==> src/rtl/delay_tap_ctrl_if.sv <==
// Command and status interface between the read-training FSM (master) and delay_tap_ctrl (slave).
interface delay_tap_ctrl_if #(
    parameter int unsigned TAP_BITS = 7
);
    logic                cmd_valid;
    logic                cmd_ready;
    logic [1:0]          cmd_op;
    logic [TAP_BITS-1:0] cmd_tap;
    logic                done;
    logic                err;
    logic                cal_ok;
    logic [TAP_BITS-1:0] cur_tap;

    modport master (
        output cmd_valid, cmd_op, cmd_tap,
        input  cmd_ready, done, err, cal_ok, cur_tap
    );

    modport slave (
        input  cmd_valid, cmd_op, cmd_tap,
        output cmd_ready, done, err, cal_ok, cur_tap
    );
endinterface

==> src/rtl/delay_tap_ctrl.sv <==
// Sequences one ECP5 DELAYF dynamic delay line: reload to default tap, step to an absolute
// tap, or sweep the taps to find the passing data window and centre the tap inside it.
module delay_tap_ctrl #(
    parameter int unsigned TAP_BITS      = 7,
    parameter int unsigned MAX_TAP       = 127,
    parameter int unsigned DEFAULT_TAP   = 0,
    parameter int unsigned SETTLE_CYCLES = 4
) (
    input  logic             clk,
    input  logic             rst_n,
    delay_tap_ctrl_if.slave  cmd,
    input  logic             sample_ok,
    output logic             dly_loadn,
    output logic             dly_move,
    output logic             dly_direction,
    input  logic             dly_cflag
);

    localparam int unsigned CNT_W = $clog2(SETTLE_CYCLES + 2);
    localparam int unsigned SUM_W = TAP_BITS + 1;

    localparam logic [TAP_BITS-1:0] MAX_T       = TAP_BITS'(MAX_TAP);
    localparam logic [TAP_BITS-1:0] DEF_T       = TAP_BITS'(DEFAULT_TAP);
    localparam logic [CNT_W-1:0]    SETTLE_LAST = CNT_W'(SETTLE_CYCLES - 1);

    localparam logic [1:0] OP_LOAD  = 2'd0;
    localparam logic [1:0] OP_SET   = 2'd1;
    localparam logic [1:0] OP_SWEEP = 2'd2;

    typedef enum logic [2:0] {
        S_IDLE, S_LOAD, S_STEP_HI, S_STEP_LO, S_SETTLE, S_SAMPLE, S_CENTER, S_FINISH
    } state_t;

    // What the current state sequence is working on; selects where SETTLE leads.
    typedef enum logic [2:0] {
        M_NONE, M_BOOT, M_LOAD, M_SET, M_SWEEP, M_CENTER
    } mode_t;

    state_t              state_q, state_d;
    mode_t               mode_q, mode_d;
    logic [CNT_W-1:0]    cnt_q, cnt_d;
    logic [TAP_BITS-1:0] tgt_q, tgt_d;
    logic [TAP_BITS-1:0] lo_q, lo_d;
    logic [TAP_BITS-1:0] hi_q, hi_d;
    logic                found_q, found_d;
    logic [TAP_BITS-1:0] cur_tap_q, cur_tap_d;
    logic                dir_q, dir_d;
    logic                err_q, err_d;
    logic                cal_ok_q, cal_ok_d;
    logic                ready_q, ready_d;
    logic                done_q, done_d;
    logic                loadn_q, loadn_d;
    logic                move_q, move_d;

    logic                accept;
    logic [TAP_BITS-1:0] set_tgt;
    logic [SUM_W-1:0]    win_sum;
    logic [TAP_BITS-1:0] win_mid;

    assign accept  = cmd.cmd_valid & ready_q;
    assign set_tgt = ({1'b0, cmd.cmd_tap} > SUM_W'(MAX_TAP)) ? MAX_T : cmd.cmd_tap;
    // Window sum carries one extra bit so lo+hi near MAX_TAP cannot wrap.
    assign win_sum = SUM_W'(lo_q) + SUM_W'(hi_q);
    assign win_mid = win_sum[SUM_W-1:1];

    // State and datapath registers.
    always_ff @(posedge clk) begin
        if (!rst_n) begin
            state_q   <= S_IDLE;
            mode_q    <= M_BOOT;
            cnt_q     <= '0;
            tgt_q     <= DEF_T;
            lo_q      <= '0;
            hi_q      <= '0;
            found_q   <= 1'b0;
            cur_tap_q <= DEF_T;
            dir_q     <= 1'b0;
            err_q     <= 1'b0;
            cal_ok_q  <= 1'b0;
            ready_q   <= 1'b0;
            done_q    <= 1'b0;
            loadn_q   <= 1'b1;
            move_q    <= 1'b0;
        end else begin
            state_q   <= state_d;
            mode_q    <= mode_d;
            cnt_q     <= cnt_d;
            tgt_q     <= tgt_d;
            lo_q      <= lo_d;
            hi_q      <= hi_d;
            found_q   <= found_d;
            cur_tap_q <= cur_tap_d;
            dir_q     <= dir_d;
            err_q     <= err_d;
            cal_ok_q  <= cal_ok_d;
            ready_q   <= ready_d;
            done_q    <= done_d;
            loadn_q   <= loadn_d;
            move_q    <= move_d;
        end
    end

    // Next-state and datapath update.
    always_comb begin
        state_d   = state_q;
        mode_d    = mode_q;
        tgt_d     = tgt_q;
        lo_d      = lo_q;
        hi_d      = hi_q;
        found_d   = found_q;
        cur_tap_d = cur_tap_q;
        dir_d     = dir_q;
        err_d     = err_q;
        cal_ok_d  = cal_ok_q;

        case (state_q)
            S_IDLE: begin
                if (mode_q == M_BOOT) begin
                    state_d = S_LOAD;
                end else if (accept) begin
                    err_d = 1'b0;
                    case (cmd.cmd_op)
                        OP_LOAD: begin
                            mode_d   = M_LOAD;
                            cal_ok_d = 1'b0;
                            state_d  = S_LOAD;
                        end
                        OP_SET: begin
                            mode_d = M_SET;
                            tgt_d  = set_tgt;
                            if (set_tgt == cur_tap_q) begin
                                state_d = S_FINISH;
                            end else begin
                                dir_d   = (set_tgt < cur_tap_q);
                                state_d = S_STEP_HI;
                            end
                        end
                        OP_SWEEP: begin
                            mode_d   = M_SWEEP;
                            cal_ok_d = 1'b0;
                            found_d  = 1'b0;
                            state_d  = S_LOAD;
                        end
                        default: begin
                            mode_d  = M_NONE;
                            state_d = S_FINISH;
                        end
                    endcase
                end
            end
            S_LOAD: begin
                if (cnt_q == CNT_W'(1)) begin
                    state_d = S_SETTLE;
                end
            end
            S_STEP_HI: begin
                // CFLAG means the line is pinned at its limit: the tap did not move.
                if (dly_cflag) begin
                    err_d = 1'b1;
                    if (mode_q == M_SWEEP || mode_q == M_CENTER) begin
                        cal_ok_d = 1'b0;
                    end
                    state_d = S_FINISH;
                end else begin
                    cur_tap_d = dir_q ? (cur_tap_q - TAP_BITS'(1)) : (cur_tap_q + TAP_BITS'(1));
                    state_d   = S_STEP_LO;
                end
            end
            S_STEP_LO: begin
                state_d = S_SETTLE;
            end
            S_SETTLE: begin
                if (cnt_q == SETTLE_LAST) begin
                    case (mode_q)
                        M_BOOT: begin
                            mode_d  = M_NONE;
                            state_d = S_IDLE;
                        end
                        M_SET: begin
                            if (cur_tap_q == tgt_q) begin
                                state_d = S_FINISH;
                            end else begin
                                dir_d   = (tgt_q < cur_tap_q);
                                state_d = S_STEP_HI;
                            end
                        end
                        M_SWEEP:  state_d = S_SAMPLE;
                        M_CENTER: state_d = S_CENTER;
                        default:  state_d = S_FINISH;
                    endcase
                end
            end
            S_SAMPLE: begin
                if (sample_ok) begin
                    if (!found_q) begin
                        lo_d    = cur_tap_q;
                        found_d = 1'b1;
                    end
                    hi_d = cur_tap_q;
                end
                // Window closes on the first fail after a pass, or on a pass at the last tap.
                if ((found_q && !sample_ok) || (sample_ok && cur_tap_q == MAX_T)) begin
                    state_d = S_CENTER;
                end else if (cur_tap_q == MAX_T) begin
                    err_d    = 1'b1;
                    cal_ok_d = 1'b0;
                    mode_d   = M_LOAD;
                    state_d  = S_LOAD;
                end else begin
                    dir_d   = 1'b0;
                    state_d = S_STEP_HI;
                end
            end
            S_CENTER: begin
                mode_d = M_CENTER;
                if (cur_tap_q == win_mid) begin
                    cal_ok_d = 1'b1;
                    state_d  = S_FINISH;
                end else begin
                    dir_d   = 1'b1;
                    state_d = S_STEP_HI;
                end
            end
            S_FINISH: begin
                mode_d  = M_NONE;
                state_d = S_IDLE;
            end
            default: begin
                state_d = S_IDLE;
            end
        endcase

        if (state_d == S_LOAD && state_q != S_LOAD) begin
            cur_tap_d = DEF_T;
        end
    end

    // Dwell counter for the multi-cycle LOAD and SETTLE states.
    always_comb begin
        cnt_d = '0;
        if (state_d == state_q && (state_q == S_LOAD || state_q == S_SETTLE)) begin
            cnt_d = cnt_q + CNT_W'(1);
        end
    end

    // Output decode from the next state so the registered outputs line up with the state.
    always_comb begin
        ready_d = (state_d == S_IDLE) && (mode_d != M_BOOT);
        done_d  = (state_q == S_FINISH);
        loadn_d = (state_d != S_LOAD);
        move_d  = (state_d == S_STEP_HI);
    end

    assign cmd.cmd_ready = ready_q;
    assign cmd.done      = done_q;
    assign cmd.err       = err_q;
    assign cmd.cal_ok    = cal_ok_q;
    assign cmd.cur_tap   = cur_tap_q;
    assign dly_loadn     = loadn_q;
    assign dly_move      = move_q;
    assign dly_direction = dir_q;

endmodule

==> src/flat_wrapper.sv <==
// flat-port wrapper written by rule: the top's interface ports become plain ports
module delay_tap_ctrl_flat 
#(
    parameter int unsigned TAP_BITS      = 7,
    parameter int unsigned MAX_TAP       = 127,
    parameter int unsigned DEFAULT_TAP   = 0,
    parameter int unsigned SETTLE_CYCLES = 4
)
  (clk, rst_n, sample_ok, dly_loadn, dly_move, dly_direction, dly_cflag, cmd_cmd_valid, cmd_cmd_op, cmd_cmd_tap, cmd_cmd_ready, cmd_done, cmd_err, cmd_cal_ok, cmd_cur_tap);
  delay_tap_ctrl_if #(.TAP_BITS(TAP_BITS)) cmd_i ();
  input  logic clk;
  input  logic rst_n;
  input  logic sample_ok;
  output logic dly_loadn;
  output logic dly_move;
  output logic dly_direction;
  input  logic dly_cflag;
  input wire logic [$bits(cmd_i.cmd_valid)-1:0] cmd_cmd_valid;
  input wire logic [$bits(cmd_i.cmd_op)-1:0] cmd_cmd_op;
  input wire logic [$bits(cmd_i.cmd_tap)-1:0] cmd_cmd_tap;
  output wire logic [$bits(cmd_i.cmd_ready)-1:0] cmd_cmd_ready;
  output wire logic [$bits(cmd_i.done)-1:0] cmd_done;
  output wire logic [$bits(cmd_i.err)-1:0] cmd_err;
  output wire logic [$bits(cmd_i.cal_ok)-1:0] cmd_cal_ok;
  output wire logic [$bits(cmd_i.cur_tap)-1:0] cmd_cur_tap;
  assign cmd_i.cmd_valid = cmd_cmd_valid;
  assign cmd_i.cmd_op = cmd_cmd_op;
  assign cmd_i.cmd_tap = cmd_cmd_tap;
  assign cmd_cmd_ready = cmd_i.cmd_ready;
  assign cmd_done = cmd_i.done;
  assign cmd_err = cmd_i.err;
  assign cmd_cal_ok = cmd_i.cal_ok;
  assign cmd_cur_tap = cmd_i.cur_tap;
  delay_tap_ctrl #(.TAP_BITS(TAP_BITS), .MAX_TAP(MAX_TAP), .DEFAULT_TAP(DEFAULT_TAP), .SETTLE_CYCLES(SETTLE_CYCLES)) u_core (.clk(clk), .rst_n(rst_n), .cmd(cmd_i), .sample_ok(sample_ok), .dly_loadn(dly_loadn), .dly_move(dly_move), .dly_direction(dly_direction), .dly_cflag(dly_cflag));
endmodule
==> config.mk <==
export PLATFORM = sky130hd
export DESIGN_NAME = delay_tap_ctrl_flat
export DESIGN_NICKNAME = d
export VERILOG_FILES = /design/src/rtl/delay_tap_ctrl_if.sv /design/src/rtl/delay_tap_ctrl.sv /design/src/flat_wrapper.sv
export SDC_FILE = /design/constraint.sdc
export NUM_CORES = 1
export LEC_CHECK = 0
export BUFFER_PORTS_ARGS = -buffer_cell sky130_fd_sc_hd__buf_2
export CAP_MARGIN = 20
export CORE_MARGIN = 3
export CORE_UTILIZATION = 45
export DETAILED_ROUTE_END_ITERATION = 8
export SKIP_CTS_REPAIR_TIMING = 1
export SYNTH_ARGS = -nofsm -noshare
export SYNTH_HDL_FRONTEND = slang
export SYNTH_SLANG_ARGS = --single-unit
==> constraint.sdc <==
create_clock -name clk -period 6.5 [get_ports clk]
set_clock_uncertainty 0.15 [all_clocks]
set_input_delay 0.325 -clock clk [delete_from_list [all_inputs] [get_ports clk]]
set_output_delay 0.325 -clock clk [all_outputs]
set_load 0.005 [all_outputs]
Yosys cells after proc, flatten, opt, wreduce, memory -nomap -nowiden

Index checks and enable logic that the tools add are counted.

Logic and storage cells: 148
Output and inout port bits: 14
Register bits after elaboration: 45

$lt $le $gt $ge: 2
$add $sub $neg: 4
Reduce and logical (&&, ||, !) cells: 27
Bitwise operators: 5
Muxes and demuxes: 53
Eq/ne operators: 42

Operators with widths:

| operator                                               | number |
|---|---|
| 2-to-1 mux 3 bit                                       | 15 |
| 2-to-1 mux 1 bit                                       | 27 |
| inequality test 2 bit (second input constant)          | 12 |
| one-hot mux 3 bit (8 select lines)                     | 1 |
| == test 7 bit                                          | 3 |
| == test 3 bit (second input constant)                  | 6 |
| == test 3 x 2 -> 1 bit (second input constant)         | 5 |
| one-hot mux 3 bit (5 select lines)                     | 1 |
| < comparator 7 bit                                     | 2 |
| == test 3 x 1 -> 1 bit (second input constant)         | 4 |
| one-hot mux 3 bit (4 select lines)                     | 1 |
| AND reduction 11 bit                                   | 1 |
| inequality test 2 x 1 -> 1 bit (second input constant) | 5 |
| inequality test 3 x 1 -> 1 bit (second input constant) | 3 |
| one-hot mux 3 bit (3 select lines)                     | 1 |
| AND reduction 9 bit                                    | 1 |
| adder 7 x 7 -> 8 bit                                   | 1 |
| one-hot mux 1 bit (4 select lines)                     | 2 |
| nonzero test 4 bit                                     | 2 |
| adder 7 x 1 -> 7 bit (second input constant)           | 1 |
| == test 7 bit (second input constant)                  | 1 |
| 2-to-1 mux 7 bit                                       | 1 |
| subtractor 7 x 1 -> 7 bit (second input constant)      | 1 |
| zero test 3 bit                                        | 2 |
| 22 further kinds                                       | 34 |

Depth between registers and ports, before layout

Depth after elaboration: 9
Depth in mapped cells: 10

Worst setup path before layout

OpenSTA, ideal clock, no wires.

Path type: register to register
From: reg u_core.cur_tap_q[0], in the netlist u_core.cmd.cur_tap[0]
To: reg u_core.cur_tap_q[6], in the netlist u_core.cmd.cur_tap[6]
Period minus slack after synthesis: 2.472 ns
Cell stages (with the launch flop): 11
Buffers on the path: 1
Data required time: 6.272 ns
Path slack: 4.028 ns
Arrival: 2.244 ns
Cell sequence: dfxtp_1 -> buf_2 -> inv_1 -> fa_1 -> nor2b_1 -> o31a_1 -> o21ai_0 -> nand3_1 -> or3b_2 -> xnor2_1 -> nor3_1

Longest elaborated chain between the ends: 9

Ends and longest elaborated chain:

| element                            | RTL line              | RTL |
|---|---|---|
| from (decl)                        | delay_tap_ctrl.sv:46  | `logic [TAP_BITS-1:0] cur_tap_q, cur_tap_d;` |
| from (signal assigned)             | delay_tap_ctrl.sv:92  | `cur_tap_q <= cur_tap_d;` |
| == test 7 bit                      | delay_tap_ctrl.sv:131 | `if (set_tgt == cur_tap_q) begin` |
| 2-to-1 mux 3 bit                   | delay_tap_ctrl.sv:131 |  |
| one-hot mux 3 bit (2 select lines) | delay_tap_ctrl.sv:122 | `case (cmd.cmd_op)` |
| 2-to-1 mux 3 bit                   | delay_tap_ctrl.sv:120 | `end else if (accept) begin` |
| 2-to-1 mux 3 bit                   | delay_tap_ctrl.sv:118 | `if (mode_q == M_BOOT) begin` |
| one-hot mux 3 bit (8 select lines) | delay_tap_ctrl.sv:116 | `case (state_q)` |
| == test 3 x 1 -> 1 bit             | delay_tap_ctrl.sv:233 | `if (state_d == S_LOAD && state_q != S_LOAD) begin` |
| logical AND 1 bit                  | delay_tap_ctrl.sv:233 |  |
| OR reduction 2 bit (no line)       | --                    |  |

Several ways; a longest one is shown, not always the timed one.
A chain may end at the register's enable or synchronous reset.

Worst setup path after layout

From: reg u_core.cur_tap_q[2], in the netlist u_core.cmd.cur_tap[2]
To: reg u_core.cur_tap_q[5], in the netlist u_core.cmd.cur_tap[5]

Same word-level chain as after synthesis.

==> flow_summary.json <==
{
  "hp-class": "in -> reg",
  "startpoint_type": "register",
  "cp-end-kind": "register",
  "cts_htree_levels": 2,
  "synth.avg_cell_area_sq_um": 8.24,
  "whs_endpoint": "u_core.tgt_q[6]$_SDFFE_PN0P_",
  "setup_viol": 0,
  "clock_latency_ns": 0.30,
  "cap_violations": 0,
  "synth_top_cell_by_area": "dfxtp_1",
  "leakage_nw": 1.30,
  "grt_max_degree": 33,
  "cts_buffers": 5,
  "core-area_sq_um": 6490,
  "finalHoldViolations": 0,
  "die_area_sq_um": 7920,
  "crit_required_ns": 6.52,
  "cts_tree": "built",
  "post_drt_wl_per_cell_um": 16.3,
  "syn_area_sq_um": 3100,
  "drc": 0,
  "vdd_drop_max_uv": 115,
  "overflow": 0,
  "clock_path_buffers": 2,
  "worst_pin_slew_ns": 0.724,
  "final.min_clock_period_ns": 2.96,
  "final.setup.tns_ns": 0,
  "rsz0062_at_grt": "false",
  "finalMaxSlewViolations": 0,
  "final_net_count": 443,
  "fmax_mhz": 337,
  "crit_slowest_cell": "dfxtp_1",
  "drt_iter0_markers": 189,
  "layout-drive-gt1-share_pct": 14.5,
  "antenna_found_initial": 0,
  "gp_congestion": 0.949,
  "arrival_ns": 2.98,
  "max_stage_delay_ns": 0.54,
  "ant_nets": 0,
  "grt_pass1_wl_um": 13000,
  "path_cells": "inv_1 -> ha_1 -> nand3_1 -> o21ai_0 -> a21bo_1 -> a221oi_2 -> a21oi_1 -> nor4_4 -> nor3_1",
  "powerDensity_nw_per_um2": 257,
  "min_from": "cmd_cmd_tap[6]",
  "max-slew-margin-rel_pct": 51.5,
  "wirelength_um": 7740,
  "ys_async_sr_fraction_pct": 0,
  "dr.pass1.iters": 4,
  "areaGrowthSynthToFinish_pct": 8.36,
  "io_pins": 28,
  "ys_types": 68,
  "synth.top_cell.area_share_pct": 29.1,
  "root_buffer": "clkbuf_8",
  "ys_seq_area_share_pct": 29.1,
  "post-dp-hpwl_um": 5820,
  "r2r_cells": 9,
  "grt_pass1_vias": 2604,
  "grt_usage_pct": 20.7,
  "start_util_pct": 47.7,
  "synth_area_leaders": "dfxtp_1 (29%), ha_1 (11%), a21oi_1 (5.7%)",
  "r2r_start": "u_core.cmd.cur_tap[2]$_SDFFE_PP0P_",
  "crit_buf_inv": 1,
  "finalPower_mw": 0.864,
  "clk_pin_slew_worst_paths_ns": 0.09,
  "rows": 29,
  "yosys_warnings": 0,
  "holdPathStages": 3,
  "worstPathMaxFanout": 9,
  "clock_sinks": 45,
  "synthCells": 376,
  "crit_start": "u_core.cmd.cur_tap[2]$_SDFFE_PP0P_",
  "fp.dieH_um": 89.0,
  "synth_nets": 420,
  "ys.flop_type": "dfxtp_1",
  "synth-seq-cells": 45,
  "r2r_slack_ns": 3.54,
  "period_share_pct": 45.6,
  "fp.dieW_um": 89.0,
  "diodes": 0,
  "worst-setup-path-type": "reg -> reg",
  "portBuffers": 27,
  "vias_per_cell": 5.84,
  "status": "completed",
  "worstReg2RegEnd": "u_core.cmd.cur_tap[5]$_SDFFE_PP0P_",
  "vias": 2782,
  "cpLargestDelayFamily": "compound AO/OA/AOI/OAI gates",
  "synth_edf_count": 0
}
-- sequential cells by signal, indices dropped and copies added (netlist names), 3 cells and up --
signal and count:
u_core.tgt_q 7, u_core.cnt_q 3, u_core.mode_q 3, u_core.state_q 3, u_core.lo_q 7, u_core.cmd.cur_tap 7
u_core.hi_q 7
-- tightest hold or removal path: stages --
cell	delay, ns
buf_2	0.10
mux2i_1	0.06
nor2_1	0.07
-- power breakdown --
part	switching [mW]	total [mW]	internal, mW
registers	0.0470	0.342	0.295
clock network	0.0994	0.211	0.112
logic	0.187	0.310	0.123
total	0.334	0.864	0.530
-- cell type report --
type	count	area (sq um)
sequential	45	901
inverter	20	75.1
clock inverter	2	35.0
fill	621	3140
timing repair buffer	28	143
multi-input combinational	299	2040
tap	77	96.3
clock buffer	5	68.8
-- placed cells by master, fill, tap and decap left out, drive strengths merged, types with 13 or more instances in the layout --
master,netlist,layout
dfxtp,45,45
o21ai,30,30
a21oi,35,35
nor3,15,15
buf,2,28
nand2,37,37
inv,20,20
ha,28,28
nor2,30,30
nor2b,13,13
-- synth_stat cells (3+ instances only) --
cell type and number:
dfxtp_1 45, nand2_1 37, a21oi_1 35, nor2_1 30
ha_1 28, o21ai_0 28, inv_1 20, nor3_1 14
nor2b_1 13, nand3_1 9, xnor2_1 8, clkbuf_1 7
mux2i_1 7, nand4_1 7, nand2b_1 6, a211oi_1 3
clkbuf_8 3, nand3b_1 3, nor4_1 3, xor2_1 3
-- per-layer routing --
layer	GRT usage, %	wire length, um	vias up
li1	-	-	1397
met1	29.6	3800	1306
met2	32.9	3450	73
met3	3.23	435	6
met4	4.74	59	0
met5	0	0	-
-- kinds of logic (layout without fill, tap and decap cells) --
group	Yosys count	in the layout	share of synthesized area (%)
buffers and inverters	32	55	5.13
adder cells (fa/ha/maj)	30	30	12.6
XOR/XNOR	11	11	3.11
AO/OA/AOI/OAI	103	103	22.0
AND/OR/NAND/NOR	148	148	25.9
multiplexers	7	7	2.26
flip-flops	45	45	29.1
-- stage by stage --
stage               hold WS [ns]  utilization [%]  setup slack (ns)  std cells  cell area [sq um]
floorplan                  0.237                -              4.03        376               3100
global route               0.134             51.7              3.32        476               3360
CTS                        0.128             51.7              3.56        476               3360
detailed placement         0.306             50.1              3.58        469               3250
global placement           0.289             50.1              3.62        469               3250
finish                     0.129             51.7              3.54        476               3360
-- worst max-delay path by stage --
| stage | to | slack [ns] | cells past startpoint |
|---|---|---|---|
| after global placement | u_core.cmd.cur_tap[0]$_SDFFE_PP0P_ | 3.62 | 9 |
| after global routing | u_core.cmd.cur_tap[0]$_SDFFE_PP0P_ | 3.32 | 9 |
| final | u_core.cmd.cur_tap[5]$_SDFFE_PP0P_ | 3.54 | 9 |
| after floorplan | u_core.cmd.cur_tap[6]$_SDFFE_PP0P_ | 4.03 | 10 |
| after detailed placement | u_core.cmd.cur_tap[5]$_SDFFE_PP0P_ | 3.58 | 9 |
| after CTS | u_core.cmd.cur_tap[5]$_SDFFE_PP0P_ | 3.56 | 9 |
Note: power is estimated with default switching activity, not from simulation.
